===== src/rtl/pg1_isa_pkg.sv =====
// pg1_isa_pkg: opcode and fetch-state enums, instruction field positions and the opcode legality check
package pg1_isa_pkg;
    typedef enum logic [4:0] {
        OP_RTYPE = 5'd0,
        OP_LDR   = 5'd1,
        OP_STR   = 5'd2,
        OP_BEQ   = 5'd3,
        OP_ADDI  = 5'd4,
        OP_BEQ2  = 5'd5
    } opcode_e;
    typedef enum logic [1:0] {BOOT, RUN, FLUSH} fetch_state_e;
    localparam int OPC_MSB = 31;
    localparam int OPC_LSB = 27;
    localparam int ALUOP_MSB = 26;
    localparam int ALUOP_LSB = 24;
    function automatic logic is_legal_op(input logic [4:0] op);
        return op inside {OP_RTYPE, OP_LDR, OP_STR, OP_BEQ, OP_ADDI, OP_BEQ2};
    endfunction
endpackage


===== src/rtl/fetch_fifo.sv =====
// fetch_fifo: DEPTH-entry FIFO with synchronous flush; head reads as zero when empty
// Ports: clk, rst (sync, active-high), flush (drop all entries), push/din (write),
//        pop (consume head), dout (head entry), valid (non-empty), count (entries held)
module fetch_fifo #(
    parameter int W = 48,
    parameter int DEPTH = 2,
    localparam int CW = $clog2(DEPTH + 1),
    localparam int PW = DEPTH > 1 ? $clog2(DEPTH) : 1
) (
    input  logic          clk,
    input  logic          rst,
    input  logic          flush,
    input  logic          push,
    input  logic          pop,
    input  logic [W-1:0]  din,
    output logic [W-1:0]  dout,
    output logic          valid,
    output logic [CW-1:0] count
);
    localparam logic [PW-1:0] LAST = PW'(DEPTH - 1);
    logic [W-1:0] mem [DEPTH];
    logic [PW-1:0] rd, wr;
    assign valid = count != '0;
    assign dout = valid ? mem[rd] : '0;
    always_ff @(posedge clk) begin
        if (rst || flush) begin
            rd <= '0;
            wr <= '0;
            count <= '0;
        end else begin
            if (push) begin
                mem[wr] <= din;
                wr <= wr == LAST ? '0 : wr + 1'b1;
            end
            if (pop)
                rd <= rd == LAST ? '0 : rd + 1'b1;
            count <= count + CW'(push) - CW'(pop);
        end
    end
endmodule


===== src/rtl/instr_fetch_unit.sv =====
// instr_fetch_unit: fetches instruction words from memory and presents them with opcode fields to decode
// Ports: clk, rst (sync, active-high); imem_req_valid/ready + imem_addr (fetch request);
//        imem_rsp_valid/data (in-order response); dec_valid/ready, OPCODE, ALUOP, dec_instr,
//        dec_pc, dec_illegal (decode side); redirect/redirect_pc (taken branch from execute)
module instr_fetch_unit
    import pg1_isa_pkg::*;
#(
    parameter int AW = 16,
    parameter int DW = 32,
    parameter int DEPTH = 2,
    parameter logic [AW-1:0] RESET_PC = '0,
    parameter int PC_INC = 4
) (
    input  logic          clk,
    input  logic          rst,
    output logic          imem_req_valid,
    input  logic          imem_req_ready,
    output logic [AW-1:0] imem_addr,
    input  logic          imem_rsp_valid,
    input  logic [DW-1:0] imem_rsp_data,
    output logic          dec_valid,
    input  logic          dec_ready,
    output logic [4:0]    OPCODE,
    output logic [2:0]    ALUOP,
    output logic [DW-1:0] dec_instr,
    output logic [AW-1:0] dec_pc,
    output logic          dec_illegal,
    input  logic          redirect,
    input  logic [AW-1:0] redirect_pc
);
    localparam int CW = $clog2(DEPTH + 1);
    localparam int CW1 = CW + 1;
    localparam logic [CW:0] LIMIT = CW1'(DEPTH);
    fetch_state_e state;
    logic [AW-1:0] pc, rsp_pc;
    logic [CW-1:0] outstanding, drop_cnt, drop_next, count;
    logic [AW+DW-1:0] head;
    logic pop, push, accept;
    assign pop = dec_valid && dec_ready;
    assign push = imem_rsp_valid && !redirect && drop_cnt == '0;
    // a head leaving this cycle frees its slot now, which keeps 1 fetch per cycle with a 2-entry buffer
    assign imem_req_valid = state == RUN && !redirect &&
                            ({1'b0, outstanding} + {1'b0, count} - CW1'(pop)) < LIMIT;
    assign accept = imem_req_valid && imem_req_ready;
    assign imem_addr = pc;
    // on redirect every in-flight word is stale; one arriving right now is discarded directly
    assign drop_next = redirect ? outstanding - CW'(imem_rsp_valid)
                                : drop_cnt - CW'(imem_rsp_valid && drop_cnt != '0);
    assign {dec_pc, dec_instr} = head;
    assign OPCODE = dec_instr[OPC_MSB:OPC_LSB];
    assign ALUOP = dec_instr[ALUOP_MSB:ALUOP_LSB];
    assign dec_illegal = !is_legal_op(OPCODE);
    always_ff @(posedge clk) begin
        if (rst) begin
            state <= BOOT;
            pc <= RESET_PC;
            rsp_pc <= RESET_PC;
            outstanding <= '0;
            drop_cnt <= '0;
        end else begin
            state <= state == BOOT ? RUN : drop_next != '0 ? FLUSH : RUN;
            pc <= redirect ? redirect_pc : accept ? pc + AW'(PC_INC) : pc;
            // kept words are contiguous from the last redirect target, so their address is a running count
            rsp_pc <= redirect ? redirect_pc : push ? rsp_pc + AW'(PC_INC) : rsp_pc;
            outstanding <= outstanding + CW'(accept) - CW'(imem_rsp_valid);
            drop_cnt <= drop_next;
        end
    end
    fetch_fifo #(.W(AW + DW), .DEPTH(DEPTH)) u_fifo (
        .clk(clk),
        .rst(rst),
        .flush(redirect),
        .push(push),
        .pop(pop),
        .din({rsp_pc, imem_rsp_data}),
        .dout(head),
        .valid(dec_valid),
        .count(count)
    );
endmodule

===== config.mk =====
export PLATFORM = sky130hd
export DESIGN_NAME = instr_fetch_unit
export DESIGN_NICKNAME = d
export VERILOG_FILES = /design/src/rtl/pg1_isa_pkg.sv /design/src/rtl/fetch_fifo.sv /design/src/rtl/instr_fetch_unit.sv
export SDC_FILE = /design/constraint.sdc
export NUM_CORES = 1
export LEC_CHECK = 0
export CORE_AREA = 2 2 125 127
export DETAILED_ROUTE_END_ITERATION = 6
export DIE_AREA = 0 0 127 129
export GPL_ROUTABILITY_DRIVEN = 0
export PLACE_DENSITY = 0.67
export SLEW_MARGIN = 20
export SYNTH_ARGS = -nofsm -noshare
export SYNTH_HDL_FRONTEND = slang
export SYNTH_SLANG_ARGS = --single-unit

===== constraint.sdc =====
create_clock -name clk -period 8.01 [get_ports clk]
set_clock_uncertainty 0.2 [all_clocks]
set_input_delay 1.602 -clock clk [delete_from_list [all_inputs] [get_ports clk]]
set_output_delay 1.602 -clock clk [all_outputs]
set_load 0.1 [all_outputs]

# Word-level counts from Yosys, hierarchy flattened
# Memories as Yosys holds them, arrays and structs flattened. A register that Yosys moved wholly into a read port is not among the register bits.
# Cells that the tools add are included.
# op_classes
mux	15
magnitude_cmp	1
n_addsub	12
reduce_logical	20
eq_ne	6
# ops
op	n
16-bit 2-to-1 mux	4
48-bit 2-to-1 mux	1
16-bit by 3-bit adder with 16-bit output (second input constant)	2
5-bit by 2-bit == test with 1-bit output (second input constant)	2
5-bit by 3-bit == test with 1-bit output (second input constant)	2
2-bit nonzero test	5
1-bit 2-to-1 mux	8
2-bit by 1-bit subtractor with 2-bit output	4
1-bit logical AND	7
6-bit nonzero test	1
5-bit by 1-bit == test with 1-bit output (second input constant)	1
5-bit zero test	1
2-bit by 1-bit adder with 2-bit output	2
2-bit zero test	2
2-bit 2-to-1 mux	2
2-bit by 2-bit adder with 3-bit output	1
3-bit by 2-bit less-than comparator with 1-bit output (second input constant)	1
3-bit by 1-bit subtractor with 3-bit output	1
1-bit adder (second input constant)	2
2-bit by 1-bit == test with 1-bit output (second input constant)	1
1-bit zero test	2
2-bit OR reduction	1
1-bit logical OR	1
# totals
output_inout_bits	75
ramBits	96
register_bits	42
in_bits	54
word_cells	64
memories	1
# mem_list
name	depth	word_bits	read_ports	rd_ports_with_merged_regs	write_ports	line_no	text
u_fifo.mem	2	48	1	1	1	fetch_fifo.sv:21	logic [W-1:0] mem [DEPTH];

# Longest topological paths before layout
# Gate-level depths: netlist (run 1).
# depth
depth_word	8
depth_mapped	15
ltp_nobuf	15

# By module
# Synthesis (run 1) repeated with hierarchy kept, for this count alone.
# hier_totals
cells_unflattened	469
area_unflattened_um2	6059.6
# modules_own_cells
mod	n_inst	cells_each	area_per_inst_um2	seq_area_each_um2
fetch_fifo	1	225	3881.2	2982.9
instr_fetch_unit	1	244	2178.3	760.7

# Worst setup path before layout (run 1)
# No wires, ideal clock.
# synth_path
kind	input port to flip-flop
from	input redirect
to	memory u_fifo.mem[1][0] (enable)
arrival_time_ns	7.242
path_buffers	3
setup_slack_ns	-0.021
path_stages	4
required_time_ns	7.220
setup_time_ns	0.590
cell_sequence	clkbuf_1 clkbuf_1 buf_1 nor4b_1
# synth_between
elab_chain_cells	6
elab_cells_between_ends	7
classes_between	mux: 3; reduce/logical: 4
# synth_rtl
element	line_no	text
from (decl)	instr_fetch_unit.sv:28	input logic redirect,
1-bit zero test	instr_fetch_unit.sv:40	assign push = imem_rsp_valid && !redirect && drop_cnt == '0;
1-bit logical AND (2 in series)	instr_fetch_unit.sv:40	
1-bit 2-to-1 mux	fetch_fifo.sv:31	if (push) begin
1-bit 2-to-1 mux *	fetch_fifo.sv:26	if (rst || flush) begin
1-bit 2-to-1 mux (implied by the code) *	fetch_fifo.sv:32	mem[wr] <= din;
to (decl)	fetch_fifo.sv:21	
# Mark *: on every way between the ends. The rest lies on a longest branch, timed or not.

# Final worst setup path (run 1)
# layout_path
from	input dec_ready
to	output imem_req_valid
# layout_between
elab_chain_cells	4
# layout_rtl
element	line_no	text
from (decl)	instr_fetch_unit.sv:22	input logic dec_ready,
1-bit logical AND	instr_fetch_unit.sv:39	assign pop = dec_valid && dec_ready;
net pop	instr_fetch_unit.sv:38	logic pop, push, accept;
3-bit by 1-bit subtractor with 3-bit output	instr_fetch_unit.sv:43	({1'b0, outstanding} + {1'b0, count} - CW1'(pop)) < LIMIT;
3-bit by 2-bit less-than comparator with 1-bit output	instr_fetch_unit.sv:43	
1-bit logical AND	instr_fetch_unit.sv:42	assign imem_req_valid = state == RUN && !redirect &&
to (decl)	instr_fetch_unit.sv:16	output logic imem_req_valid,
# The timed path passes the listed nets, and every way through them passes these cells.

==> results of run 1 <==
flip-flops by register name (all words and copies together) (netlist names), named ones only:
register,flops
u_fifo.count,2
u_fifo.wr,1
u_fifo.rd,1
u_fifo.mem,96
outstanding,2
rsp_pc,16
imem_addr,16
drop_cnt,2
state,2
Yosys cell counts (4+ instances only):
cell type	number	area share [%]
ha_1	9	1.9
o31a_1	9	1.3
a21oi_1	18	1.5
buf_1	4	0.25
nor2_1	54	3.4
a21boi_1	4	0.51
buf_4	8	1.0
xnor2_1	21	3.1
xor2_1	4	0.59
mux2i_1	51	8.6
edfxtp_1	96	48
buf_2	5	0.42
nor3_1	12	1.0
or3_1	4	0.42
clkbuf_1	12	0.76
nand2_1	19	1.2
a21boi_0	13	1.6
inv_1	23	1.5
nor4_1	8	0.84
nand4_1	4	0.42
nor2b_1	4	0.42
nand3_1	7	0.59
dfxtp_1	43	14
routing by layer:
metal	up-vias	wire (um)	GRT usage, %
li1	1944	-	-
met4	0	102	6.33
met2	146	5850	25.6
met3	15	768	4.12
met1	1895	5580	19.7
met5	-	0	0
power breakdown:
group / switching, W / internal [W] / total (W)
clock network: 0.000267 / 0.000446 / 0.000713
logic: 0.000265 / 0.000116 / 0.000381
registers: 0.0000266 / 0.000805 / 0.000832
total: 0.000559 / 0.00137 / 0.00193
cell type report:
| type | count | area share (%) |
|---|---|---|
| clock buffer | 23 | 6.03 |
| clock inverter | 9 | 0.884 |
| inverter | 24 | 1.14 |
| multi-input combinational | 277 | 25.0 |
| sequential | 139 | 47.2 |
| tap | 188 | 2.97 |
| timing repair buffer | 134 | 16.7 |
worst reg2reg max path: stages (launching register included):
cell and delay [ps]:
dfxtp_1 330, nor2_4 90, buf_4 440, inv_1 110, and2_1 210, ha_1 270
inv_1 70, nand2_1 60, fa_1 510, nand4b_1 210, or3_1 370, ha_1 280
inv_1 30, ha_1 170, xnor2_1 160, xnor2_1 130, nor2_1 50
logic make-up (layout without fill, tap and decap cells):
family | count (synthesis) | count (layout)
AOI/OAI and AO/OA | 57 | 57
xor gates and xnor gates | 25 | 25
adders and majority gates | 10 | 10
buffers and inverters | 54 | 190
DFF | 139 | 139
muxes | 51 | 51
and+or+nand+nor | 134 | 134
metrics by stage:
stage	std cells	hold WS [ps]	area, um2
floorplan	470	225	5950
global placement	762	233	7380
detailed placement	762	240	7380
CTS	794	261	7930
global route	794	287	7930
finish	794	261	7930
worst paths after layout:
check | endpoint | from | slack, ps | cells after the start
max | imem_req_valid | dec_ready | 1580 | 9
min | u_fifo.mem[0][33] | rsp_pc[1] | 260 | 0
max reg2reg | outstanding[1] | u_fifo.count[1] | 4200 | 16
min reg2reg | u_fifo.mem[0][33] | rsp_pc[1] | 260 | 0
==> summary.md, run 1 <==
| Metric | Value |
|---|---|
| Vias after detailed routing | 4000 |
| Family with the most delay on the worst path | buffers and inverters |
| P&R area growth vs syn | 33.4% |
| Clock transition at path regs | 50 ps |
| Relative slew slack | 29.8% |
| Most common library cell in the layout ignoring fill and taps | clkdlybuf4s50_1 |
| Initial core utilization | 39.7% |
| Post_cts resized | 0 |
| Synth Area in Simple Gates | 11.6% |
| Filler cells | 1274 |
| Max-cap violations | 0 |
| PortBufs | 128 |
| Vias per inst | 5.04 |
| Clk_lat worst skew | 410 ps |
| Crit-path most repeated cell | clkdlybuf4s50_1 |
| Worst hold path class | reg2reg |
| Worst slack, placed | 1570 ps |
| CTS tree | done |
| Nets | 657 |
| Largest family of logic cells by synthesized area | simple AND/OR/NAND/NOR gates |
| Synth Area in XOR/XNOR | 3.68% |
| Final Hold Fails | 0 |
| Layout cells sized above 1 | 7.26% |
| Max Slew Vio Count | 0 |
| Total gr overflow | 0 |
| Post-Synth Adder-Cell Area | 2.23% |
| Max IR drop VDD | 0.000157 V |
| Commonest cells after routing, fill and taps aside | clkdlybuf4s50_1 (128), edfxtp_1 (96), nor2_1 (53) |
| CP required | 6210 ps |
| Synth warnings | 0 |
| Total global-route track usage | 15.6% |
| Status | finished clean |
| Setup crit end kind | output port |
| Post-Route WL | 12300 um |
| Antenna violations before repair | 0 |
| # diodes | 0 |
| Main synth FF type | edfxtp_1 |
| Syn avg cell area | 12.6 um2 |
| Final Util | 52.9% |
| Async S/R FF share, synth | 0% |
| P per Cell Area | 243 nW/um2 |
| H-tree levels | 4 |
| #FFs+latches synth | 139 |
| Worst-path fanout max | 9 |
| Largest net degree at the start of global routing | 50 |
| Post-synth EDFFs | 96 |
| CP peak stage delay | 1170 ps |
| Unrepaired setup endpoints after global routing | no |
| Total power | 0.00193 W |
| Worst Setup Start Kind | primary input |
| Detailed placement HPWL | 8220 um |
| Initial DRT Pass Iterations | 4 |
| Area of the multi-input gates | 1980 um2 |
| CP arrival | 4630 ps |
| Synthesized Nets | 534 |
| Tmin final | 6430 ps |
| Hold buffer count at CTS | 0 |
| Mux share of post-synthesis cell area | 8.59% |
| WP buf/inv | 3 |
| TritonCTS Buffers | 17 |
| Worst setup path class | in2out |
| Worst setup margin | 1580 ps |
| FMAX | 155 MHz |
| CTS sink cnt | 139 |
| Complex-gate fraction of the synthesized area | 6.74% |
| # rows | 45 |
| Period utilization | 80.3% |
| Crit-path slowest cell | clkdlybuf4s50_1 |
| Final setup viols | 0 |
| Per-cell routed wire length | 15.5 um |
| CTS Buffer Depth | 2 |
| Mapped Area | 5940 um2 |
| Vias in the first global route | 4025 |
| Library cells used by synthesis | 50 |
| Chip Width | 127 um |
| Mapped Cells | 470 |
| Buffer count from post-CTS setup fixing | 0 |
| DRT iter0 DRCs | 263 |
| Leakage power | 2.65 nW |
| Sequential share of the synthesized area | 63.0% |
| Post-DRT Antenna Nets | 0 |
| Clock root buffer | clkbuf_16 |
| Core area | 15000 um2 |
| Die footprint | 16400 um2 |
| Crit-path cells | clkdlybuf4s50_1, and2_1, ha_1, inv_1, nand2_1, fa_1, xnor2_1, nor3_1, clkdlybuf4s50_1 |
| I/O Pins | 129 |
| Worst-Margin Slew | 1050 ps |
| Seq. cell area | 3740 um2 |
| First-pass GRT wire length | 19700 um |
| Die Y | 129 um |
| Post-route DRC | 0 |
| Final TNS setup | 0 ps |
No activity file was read; power rests on OpenSTA's default activity.
==> inputs of run 2 (changes only) <==
clock period = 5.8 ns   (was 8.01 ns; I/O delays follow)
==> summary.md, run 2 (same netlist as run 1, synthesis figures left out) <==
| Metric | Value |
|---|---|
| Status | finished clean |
| Post-Route WL | 12400 um (+0.65%) |
| Nets | 658 (+0.15%) |
| Layout cells sized above 1 | 7.91% (+0.65 points) |
| Hold buffer count at CTS | 0 (unchanged) |
| Post_cts resized | 0 (unchanged) |
| Period utilization | 82.7% |
| H-tree levels | 4 (unchanged) |
| Worst hold path class | reg2reg |
| DRT iter0 DRCs | 274 (+4.2%) |
| CP arrival | 3440 ps (-1190 ps) |
| Seq. cell area | 3740 um2 (unchanged) |
| FMAX | 208 MHz |
| CTS sink cnt | 139 (unchanged) |
| Final Hold Fails | 0 (unchanged) |
| Total global-route track usage | 15.5% (-0.092 points) |
| Die footprint | 16400 um2 (unchanged) |
| Relative slew slack | 30.3% (+0.45 points) |
| Post-placement cell count | 763 (+0.13%) |
| Initial core utilization | 39.7% (unchanged) |
| Commonest cells after routing, fill and taps aside | clkdlybuf4s50_1 (127), edfxtp_1 (96), nor2_1 (53) |
| CTS tree | done |
| Detailed placement HPWL | 8330 um (+1.4%) |
| Chip Width | 127 um (unchanged) |
| Die Y | 129 um (unchanged) |
| Max Slew Vio Count | 0 (unchanged) |
| Top reg by flops | u_fifo.mem |
| # rows | 45 (unchanged) |
| Hold depth | 0 (unchanged) |
| Worst-Margin Slew | 1040 ps (-6.67 ps) |
| First-pass GRT wire length | 19700 um (+0.21%) |
| PortBufs | 128 (unchanged) |
| R2r setup slk | 1880 ps (-2320 ps) |
| RR Endpoint | outstanding[1] |
| # diodes | 0 (unchanged) |
| Max reg flops | 96 (unchanged) |
| Vias in the first global route | 4018 (-0.17%) |
| Total gr overflow | 0 (unchanged) |
| Initial DRT Pass Iterations | 4 (unchanged) |
| Clock transition at path regs | 50 ps (about the same) |
| CP required | 4440 ps (-1770 ps) |
| P per Cell Area | 333 nW/um2 (+37%) |
| I/O Pins | 129 (unchanged) |
| Vias per inst | 5.03 (-0.25%) |
| HP Start | rsp_pc[1] |
| P&R area growth vs syn | 33.4% (unchanged) |
| Leakage power | 2.65 nW (+0.22%) |
| Filler cells | 1282 (+0.63%) |
| Final std cells w/o fill | 795 (+0.13%) |
| TritonCTS Buffers | 17 (unchanged) |
| Setup crit end kind | output port |
| Vias after detailed routing | 3995 (-0.13%) |
| Unrepaired setup endpoints after global routing | no |
| Largest net degree at the start of global routing | 50 (unchanged) |
| Tmin final | 4800 ps |
| Antenna violations before repair | 0 (unchanged) |
| R2r startpoint | u_fifo.count[1] |
| Core area | 15000 um2 (unchanged) |
| Max IR drop VDD | 0.000196 V (+25%) |
| Worst Setup Start Kind | primary input |
| Reg2Reg Depth | 16 (unchanged) |
| Max-cap violations | 0 (unchanged) |
| Buffer count from post-CTS setup fixing | 0 (unchanged) |
| WHS Endpoint | u_fifo.mem[1][33] |
| Final TNS setup | 0 ps (unchanged) |
| Total power | 0.00264 W (+37%) |
| Worst-path fanout max | 9 (unchanged) |
| Clock root buffer | clkbuf_16 |
| Post-route DRC | 0 (unchanged) |
| Worst setup path class | in2out |
| Most common library cell in the layout ignoring fill and taps | clkdlybuf4s50_1 |
| Final Util | 52.9% (unchanged) |
| Area of the multi-input gates | 1990 um2 (+0.44%) |
| Post-DRT Antenna Nets | 0 (unchanged) |
| Final setup viols | 0 (unchanged) |
| CTS Buffer Depth | 2 (unchanged) |
| Clk_lat worst skew | 420 ps (about the same) |
| Per-cell routed wire length | 15.6 um (+0.52%) |
==> run 2: per-layer routing <==
layer	up-vias	track usage (%)	routed length [um]
li1	1949	-	-
met1	1893	19.8	5720
met2	136	25.2	5800
met3	17	4.57	699
met4	0	5.69	161
met5	-	0	0
==> run 2: cell type report <==
type                       instances  area share [%]
multi-input combinational        277            25.1
clock buffer                      24            6.20
timing repair buffer             135            16.8
clock inverter                     8           0.537
inverter                          24            1.14
sequential                       139            47.2
tap                              188            2.97
==> run 2: metrics by stage <==
stage	cell area, um2	hold slack, ps	setup WS (ps)
finish	7930	253	1000
detailed placement	7390	241	1010
CTS	7930	254	985
global placement	7390	233	1010
global route	7930	270	857
floorplan	5960	225	34.3
==> run 2: report_power, final <==
group | switching, W | internal (W)
Sequential | 0.0000373 | 0.00111
Combinational | 0.000370 | 0.000160
Clock | 0.000374 | 0.000585
Total | 0.000781 | 0.00186
==> run 2: worst max-delay path by stage <==
stage	start	to	slack, ps
finish	dec_ready	imem_req_valid	1000
CTS	dec_ready	imem_req_valid	980
global placement	dec_ready	imem_req_valid	1010
global route	dec_ready	imem_req_valid	860
floorplan	dec_ready	imem_req_valid	30
detailed placement	dec_ready	imem_req_valid	1010
==> run 2: critical path, stage by stage <==
cell and delay (ps):
clkdlybuf4s50_1 450, and2_1 150, ha_1 240, inv_1 80
nand2_1 70, fa_1 370, xnor2_1 520, nor3_1 130
buf_4 270
